`config.mk`:
```
export PLATFORM = sky130hd
export DESIGN_NAME = mux_rr_n
export DESIGN_NICKNAME = d
export VERILOG_FILES = /design/src/rtl/mux_pkg.sv /design/src/rtl/mux_rr_n_arbiter.sv /design/src/rtl/mux_rr_n.sv
export SDC_FILE = /design/constraint.sdc
export NUM_CORES = 1
export LEC_CHECK = 0
export ABC_AREA = 1
export CAP_MARGIN = 20
export CORE_MARGIN = 10
export CORE_UTILIZATION = 46
export CTS_CLUSTER_SIZE = 14
export DETAILED_ROUTE_END_ITERATION = 8
export PLACE_DENSITY = 0.84
export RECOVER_POWER = 100
export SLEW_MARGIN = 20
export SYNTH_ARGS = -nofsm -noshare
export SYNTH_HDL_FRONTEND = slang
export SYNTH_SLANG_ARGS = --single-unit
export TNS_END_PERCENT = 20
```
`constraint.sdc`:
```
create_clock -name clk -period 5.8 [get_ports clk]
set_input_delay 1.16 -clock clk [delete_from_list [all_inputs] [get_ports clk]]
set_output_delay 1.16 -clock clk [all_outputs]
set_load 0.005 [all_outputs]
```
`src/rtl/mux_pkg.sv`:
```
`default_nettype none
// ============================================================================
// Module      : mux_pkg
// Description : Shared defaults and one-hot helper for the round-robin mux.
// Revision    : 1.0 - initial release
// ============================================================================
package mux_pkg;

  localparam int MUX_N_DEF = 4;
  localparam int MUX_W_DEF = 8;
  localparam int MUX_N_MAX = 16;
  localparam int MUX_IDX_W = 4;

  // OR-reduction encoder: the result is valid only for a one-hot (or zero) input.
  function automatic logic [MUX_IDX_W-1:0] onehot2idx(input logic [MUX_N_MAX-1:0] oh);
    logic [MUX_IDX_W-1:0] idx;
    idx = '0;
    for (int i = 0; i < MUX_N_MAX; i++) begin
      if (oh[i]) idx = idx | MUX_IDX_W'(i);
    end
    return idx;
  endfunction

endpackage
`default_nettype wire

```
`src/rtl/mux_rr_n_arbiter.sv`:
```
`default_nettype none
// ============================================================================
// Module      : rr_arbiter
// Description : Round-robin arbiter with optional grant lock to the last winner.
// Revision    : 1.0 - initial release
// ============================================================================
module rr_arbiter
  import mux_pkg::*;
#(
  parameter int N = MUX_N_DEF
) (
  input  logic         clk,
  input  logic         rst_n,
  input  logic [N-1:0] req,
  input  logic         advance,
  input  logic         lock,
  output logic [N-1:0] gnt
);

  localparam int SW = $clog2(N);

  logic [SW-1:0] r_ptr;
  logic [N-1:0]  w_gnt;
  logic          w_found;
  logic [SW:0]   w_sum;
  logic [SW-1:0] w_idx;

  // Search starts one past the last winner and wraps modulo N.
  always_comb begin
    w_gnt   = '0;
    w_found = 1'b0;
    w_sum   = '0;
    w_idx   = '0;
    if (lock) begin
      if (req[r_ptr]) w_gnt[r_ptr] = 1'b1;
    end else begin
      for (int i = 1; i <= N; i++) begin
        w_sum = (SW+1)'(r_ptr) + (SW+1)'(i);
        if (w_sum >= (SW+1)'(N)) w_sum = w_sum - (SW+1)'(N);
        w_idx = w_sum[SW-1:0];
        if (!w_found && req[w_idx]) begin
          w_gnt[w_idx] = 1'b1;
          w_found      = 1'b1;
        end
      end
    end
  end

  assign gnt = w_gnt;

  always_ff @(posedge clk) begin
    if (!rst_n) begin
      r_ptr <= SW'(N - 1);
    end else if (advance) begin
      r_ptr <= SW'(onehot2idx(MUX_N_MAX'(w_gnt)));
    end
  end

endmodule
`default_nettype wire

```
`src/rtl/mux_rr_n.sv`:
```
`default_nettype none
// ============================================================================
// Module      : mux_rr_n
// Description : N-channel valid/ready merge with round-robin arbitration and a
//               registered output. Define MUX_RR_LOCK_EN to add in_last packet lock.
// Revision    : 1.0 - initial release
// ============================================================================
module mux_rr_n
  import mux_pkg::*;
#(
  parameter  int N  = MUX_N_DEF,
  parameter  int W  = MUX_W_DEF,
  localparam int SW = $clog2(N)
) (
  input  logic           clk,
  input  logic           rst_n,
  input  logic [N*W-1:0] in_data,
  input  logic [N-1:0]   in_valid,
`ifdef MUX_RR_LOCK_EN
  input  logic [N-1:0]   in_last,
`endif
  output logic [N-1:0]   in_ready,
  output logic [W-1:0]   out_data,
  output logic [SW-1:0]  out_sel,
  output logic           out_valid,
  input  logic           out_ready
);

  logic [N-1:0]  w_gnt;
  logic          w_load;
  logic          w_xfer;
  logic          w_lock;
  logic [W-1:0]  w_data;
  logic [W-1:0]  r_data;
  logic [SW-1:0] r_sel;
  logic          r_valid;

  assign w_load   = ~r_valid | out_ready;
  // Gating with rst_n keeps producers from seeing a handshake that reset would discard.
  assign in_ready = w_gnt & {N{w_load & rst_n}};
  assign w_xfer   = |(in_ready & in_valid);

  rr_arbiter #(
    .N (N)
  ) u_arb (
    .clk     (clk),
    .rst_n   (rst_n),
    .req     (in_valid),
    .advance (w_xfer),
    .lock    (w_lock),
    .gnt     (w_gnt)
  );

`ifdef MUX_RR_LOCK_EN
  logic r_locked;
  logic w_last_g;

  assign w_last_g = |(w_gnt & in_last);
  assign w_lock   = r_locked;

  always_ff @(posedge clk) begin
    if (!rst_n) begin
      r_locked <= 1'b0;
    end else if (w_xfer) begin
      r_locked <= ~w_last_g;
    end
  end
`else
  assign w_lock = 1'b0;
`endif

  always_comb begin
    w_data = '0;
    for (int i = 0; i < N; i++) begin
      if (w_gnt[i]) w_data = w_data | in_data[i*W +: W];
    end
  end

  always_ff @(posedge clk) begin
    if (!rst_n) begin
      r_valid <= 1'b0;
      r_data  <= '0;
      r_sel   <= '0;
    end else if (w_load) begin
      if (w_xfer) begin
        r_valid <= 1'b1;
        r_data  <= w_data;
        r_sel   <= SW'(onehot2idx(MUX_N_MAX'(w_gnt)));
      end else begin
        r_valid <= 1'b0;
      end
    end
  end

  assign out_valid = r_valid;
  assign out_data  = r_data;
  assign out_sel   = r_sel;

endmodule
`default_nettype wire
```
==> impl_metrics.yaml, run 1 <==
worst_setup_path:
  cp_cell_sequence: "dlygate4sd3_1, nand2_1, nand3_1, nand2_1, nand2_4, nor2_1, nand2_1, a31oi_1, dlygate4sd3_1"
  critPathMaxStageDelay_ps: 600
  path_common_cell: "nand2_1"
  critPathMaxFanout: 5
  critPathRequiredTime_ps: 4640
  arrival_ps: 3570
  path_buf_inv: 2
  crit_family: "buffers and inverters"
  crit_slowest_cell: "dlygate4sd3_1"
  start_kind: "input port"
  crit_type: "in -> out"
  crit_path_end_kind: "output port"
timing:
  fin_ws_ps: 1070
  worstMarginPinSlew_ps: 1140
  hold_violations: 0
  period_share_pct: 81.5
  finalCriticalPeriod_ps: 4730
  slew_headroom_pct: 23.4
  rsz0062_at_grt: "no"
  fin_setup_tns_ps: 0
  finalHoldWorstSlack_ps: 488
  skew_ps: 2.78
  slew_viol_final: 0
  max_freq_mhz: 211
  setup_viol_count_final: 0
clock_tree:
  post_cts_buffers: 0
  cts_tree: "yes"
  h-tree-depth: 1
  post_cts_resized: 0
  cts_num_sinks: 13
  cts-buffers-inserted: 3
  root_buffer: "clkbuf_4"
  ctsLongestPathBuffers: 2
  clkTransAtPathRegs_ps: 80
  insertion_delay_ps: 290
  postCtsHoldBufs: 0
drt:
  routed_via_density: 4.98
  met1_length_um: 1720
  num_vias: 1445
  drt-wirelength-per-cell_um: 12.9
  drtIter0Drc: 52
  drt-pass1-iter-count: 5
  drtAntennaViolNets: 0
  route.detailed.drc: 0
  wl_met2_um: 1770
  postRouteWirelength_um: 3740
  highest-signal-layer: "met4"
  dr_wl_met3_um: 213
pwr:
  power_density_nw_per_um2: 378
  p_total_mw: 0.676
  peakVddDrop_uv: 330
  p_leak_nw: 0.922
floorplanning:
  die_area_sq_um: 5250
  start_util_pct: 49.8
  die_w_um: 72.5
  ios: 54
  die_h_um: 72.5
  core_region_area_sq_um: 2540
  num_rows: 18
placement:
  dpl.hpwl_um: 3020
  place_ws_ps: 1580
  gp_congestion: 0.861
  post_dp_cell_area_sq_um: 1800
  port_buffers: 53
logic_synthesis:
  synth_area_leaders: "nand2_1, dfxtp_1, nand3_1"
  ys_warn_count: 0
  synth_top_area_cell: "nand2_1"
  yosysUniqueCellTypes: 22
  synth_cells: 208
  synth_top_cell_area_share_pct: 23.1
  syn_area_sq_um: 1270
  syn-num-nets: 255
  synth_edf_count: 0
  syn_avg_cell_area_sq_um: 6.09
  ys_ff_latch: 13
  synthArstFlopShare_pct: 0
  ys.flop_type: "dfxtp_1"
  yosysSeqAreaShare_pct: 20.6
job:
  drv_cap: 0
global_routing:
  grt.total_usage_pct: 14.5
  grt_pass1_wl_um: 6350
  grt_pass1_vias: 1327
  antenna_found_initial: 0
  grt-ovfl-total: 0
  grt_max_degree: 21
cells_and_area:
  nets: 308
  insertedDiodeCount: 0
  multi_input_comb_area_sq_um: 837
  final_area_sq_um: 1790
  drive_gt1_share_pct: 8.08
  fillers: 227
  area_growth_pct: 41.5
  regArea_sq_um: 260
hold_path:
  hp-class: "reg -> reg"
run_status:
  status: "finished, final reports clean"
[logic make-up (layout without fill, tap and decap cells)]
logic type / Yosys count / count (layout) / share of synthesized area [%]
buffers and inverters: 31 / 83 / 10.8
flip-flops: 13 / 13 / 20.6
AND/OR/NAND/NOR: 149 / 149 / 57.4
AO/OA/AOI/OAI: 7 / 7 / 3.36
adder cells (fa/ha/maj): 8 / 8 / 7.91
[worst min-delay path: cells and delay by family (launching register included)]
kind	cells	cell delay, ps
and+or+nand+nor	2	140
DFF	1	310
[area by class of cell]
cell class | count | share of cell area (%)
Inverter | 26 | 5.59
Sequential cell | 13 | 14.5
Tap cell | 30 | 2.09
Clock buffer | 4 | 1.47
Timing Repair Buffer | 53 | 29.6
Multi-Input combinational cell | 164 | 46.7
[power breakdown]
group          switching (mW)  internal, mW
registers              0.0210         0.115
clock network          0.0316        0.0268
logic                   0.292         0.190
[cells in the mapped netlist, types with 2 or more instances]
cell type / count
inv_1: 18
buf_2: 2
nor2_1: 22
dfxtp_1: 13
ha_1: 8
nand3_1: 24
nand4_1: 8
a31oi_1: 4
nand2_2: 5
nand3_4: 4
nand3_2: 4
o21ai_0: 2
buf_6: 2
inv_2: 6
nand2_1: 78
nand2_4: 2
[placed cells by master, fill, tap and decap left out, types with 5 or more instances in the layout]
| master | netlist | routed |
|---|---|---|
| nand2_1 | 78 | 80 |
| clkdlybuf4s50_1 | 0 | 38 |
| nand3_1 | 24 | 25 |
| nor2_1 | 22 | 24 |
| inv_1 | 18 | 19 |
| dlygate4sd3_1 | 0 | 15 |
| dfxtp_1 | 13 | 13 |
| nand4_1 | 8 | 8 |
| ha_1 | 8 | 8 |
| inv_2 | 6 | 5 |
[sequential cells by signal, indices dropped and copies added (netlist names)]
name	flops
out_data	8
out_sel	2
out_valid	1
u_arb.r_ptr	2
[routing by layer]
layer | global-route usage [%] | vias to the layer above
met2 | 23.6 | 38
met3 | 4.22 | 5
li1 | - | 764
met5 | 0 | -
met1 | 18.0 | 638
met4 | 4.43 | 0
[final timing paths]
| kind | start | to | slack, ps | cells past startpoint |
|---|---|---|---|---|
| max | in_valid[2] | in_ready[3] | 1070 | 9 |
| min | out_sel[0]$_SDFFE_PN0P_ | out_sel[0]$_SDFFE_PN0P_ | 490 | 2 |
| max reg2reg | u_arb.r_ptr[0]$_SDFFE_PN1P_ | u_arb.r_ptr[1]$_SDFFE_PN1P_ | 1910 | 14 |
| min reg2reg | out_sel[0]$_SDFFE_PN0P_ | out_sel[0]$_SDFFE_PN0P_ | 490 | 2 |
[per-stage QoR]
stage	instances	utilization (%)
2_1_floorplan	208	-
3_3_place_gp	286	70.6
3_5_place_dp	286	70.6
4_1_cts	290	71.7
5_1_grt	290	70.4
6_report	290	70.4
No activity file was read; power rests on OpenSTA's default activity.
==> run 2, diff against run 1 <==
--- a/config.mk
+++ b/config.mk
@@ -8,10 +8,10 @@
 export ABC_AREA = 1
 export CAP_MARGIN = 20
 export CORE_MARGIN = 10
-export CORE_UTILIZATION = 46
+export CORE_UTILIZATION = 38
 export CTS_CLUSTER_SIZE = 14
 export DETAILED_ROUTE_END_ITERATION = 8
-export PLACE_DENSITY = 0.84
+export PLACE_DENSITY = 0.74
 export RECOVER_POWER = 100
 export SLEW_MARGIN = 20
 export SYNTH_ARGS = -nofsm -noshare
==> constraint.sdc (replaced) <==
create_clock -name clk -period 4.3 [get_ports clk]
set_input_delay 0.86 -clock clk [delete_from_list [all_inputs] [get_ports clk]]
set_output_delay 0.86 -clock clk [all_outputs]
set_load 0.005 [all_outputs]
==> impl_metrics.yaml, run 2 (synthesis gave the netlist of run 1 again) <==
run_status:
  status: "finished, final reports clean"
clock_tree:
  cts_tree: "yes"
  clkTransAtPathRegs_ps: 80
  post_cts_resized: 0
  cts_num_sinks: 13
  postCtsHoldBufs: 0
  insertion_delay_ps: 270
  cts-buffers-inserted: 3
  root_buffer: "clkbuf_4"
  post_cts_buffers: 0
  ctsLongestPathBuffers: 2
  h-tree-depth: 1
global_routing:
  grt.total_usage_pct: 12.1
  antenna_found_initial: 0
  grt_pass1_wl_um: 6200
  grt-ovfl-total: 0
  grt_pass1_vias: 1323
  grt_max_degree: 15
timing:
  worstMarginPinSlew_ps: 676
  rsz0062_at_grt: "no"
  setup_viol_count_final: 0
  hold_violations: 0
  slew_viol_final: 0
  max_freq_mhz: 260
  fin_ws_ps: 450
  skew_ps: 0.763
  fin_setup_tns_ps: 0
  period_share_pct: 89.5
  slew_headroom_pct: 54.8
  finalCriticalPeriod_ps: 3850
drt:
  routed_via_density: 4.65
  dr_wl_met3_um: 258
  postRouteWirelength_um: 3730
  highest-signal-layer: "met4"
  wl_met2_um: 1780
  drtIter0Drc: 67
  drtAntennaViolNets: 0
  route.detailed.drc: 0
  drt-pass1-iter-count: 4
  met1_length_um: 1680
  drt-wirelength-per-cell_um: 12.2
  num_vias: 1423
placement:
  post_dp_cell_area_sq_um: 1830
  gp_congestion: 0.829
  port_buffers: 53
  place_ws_ps: 699
  dpl.hpwl_um: 3020
cells_and_area:
  regArea_sq_um: 260
  insertedDiodeCount: 0
  drive_gt1_share_pct: 8.78
  nets: 310
  final_cell_mix: "nand2_1, clkdlybuf4s50_1, nand3_1, nor2_1, inv_1"
  final_area_sq_um: 1830
  multi_input_comb_area_sq_um: 845
  fillers: 329
  largest_reg_flops: 8
  area_growth_pct: 44.7
  final_common_cell: "nand2_1"
pwr:
  p_total_mw: 0.934
  p_leak_nw: 0.921
  power_density_nw_per_um2: 510
  peakVddDrop_uv: 280
worst_setup_path:
  arrival_ps: 2990
  crit_path_end_kind: "output port"
  critPathMaxFanout: 12
  critPathRequiredTime_ps: 3440
  start_kind: "flip-flop"
  crit_type: "reg -> out"
floorplanning:
  core_region_area_sq_um: 3130
  die_area_sq_um: 6040
  die_h_um: 77.7
  die_w_um: 77.7
  num_rows: 20
  ios: 54
  start_util_pct: 40.5
job:
  drv_cap: 0
hold_path:
  hp-class: "reg -> reg"
==> run 2: power by group <==
part           leakage, nW  internal, mW  switching [mW]  total, mW
combinational        0.799         0.269           0.406      0.675
clock               0.0150        0.0359          0.0392     0.0751
sequential           0.107         0.155          0.0285      0.184
total                0.921         0.461           0.473      0.934
==> run 2: worst max-delay path, stage by stage (launching register included) <==
cell and delay [ps]:
dfxtp_1 640, inv_4 130, ha_1 390, inv_1 100, nand3_1 220, nand2_4 170
nand2_4 60, inv_1 130, nand3_2 110, a31oi_1 170, dlygate4sd3_1 590
==> run 2: final cells by class <==
type | count | share of cell area [%]
multi-input cells | 164 | 46.1
well taps | 44 | 3.01
clock buffers | 4 | 1.43
repair buffers | 55 | 29.8
flip-flops and latches | 13 | 14.2
inverters | 26 | 5.46
==> run 2: stage by stage <==
stage,std cells,utilization [%],hold slack (ps)
3_3_place_gp,302,58.5,470
4_1_cts,306,59.4,491
6_report,306,58.6,486
2_1_floorplan,208,-,476
5_1_grt,306,58.6,528
3_5_place_dp,302,58.5,477
==> run 2: final timing paths <==
kind / from / to / slack, ps / cells past startpoint
setup / recovery: u_arb.r_ptr[0]$_SDFFE_PN1P_ / in_ready[2] / 450 / 10
hold / removal: out_sel[1]$_SDFFE_PN0P_ / out_sel[1]$_SDFFE_PN0P_ / 490 / 2
setup reg to reg: u_arb.r_ptr[0]$_SDFFE_PN1P_ / u_arb.r_ptr[0]$_SDFFE_PN1P_ / 660 / 15
hold reg to reg: out_sel[1]$_SDFFE_PN0P_ / out_sel[1]$_SDFFE_PN0P_ / 490 / 2
==> run 2: per-layer routing <==
layer,GRT usage (%),vias up
li1,-,772
met1,14.5,612
met2,20.7,37
met3,4.61,2
met4,0.547,0
met5,0,-
==> run 3, diff against run 2 <==
--- a/config.mk
+++ b/config.mk
@@ -13,6 +13,7 @@
 export DETAILED_ROUTE_END_ITERATION = 8
 export PLACE_DENSITY = 0.74
 export RECOVER_POWER = 100
+export SKIP_LAST_GASP = 1
 export SLEW_MARGIN = 20
 export SYNTH_ARGS = -nofsm -noshare
 export SYNTH_HDL_FRONTEND = slang
==> results of run 3 <==
No change in the layout: final DEF, timing and power equal those of run 2.
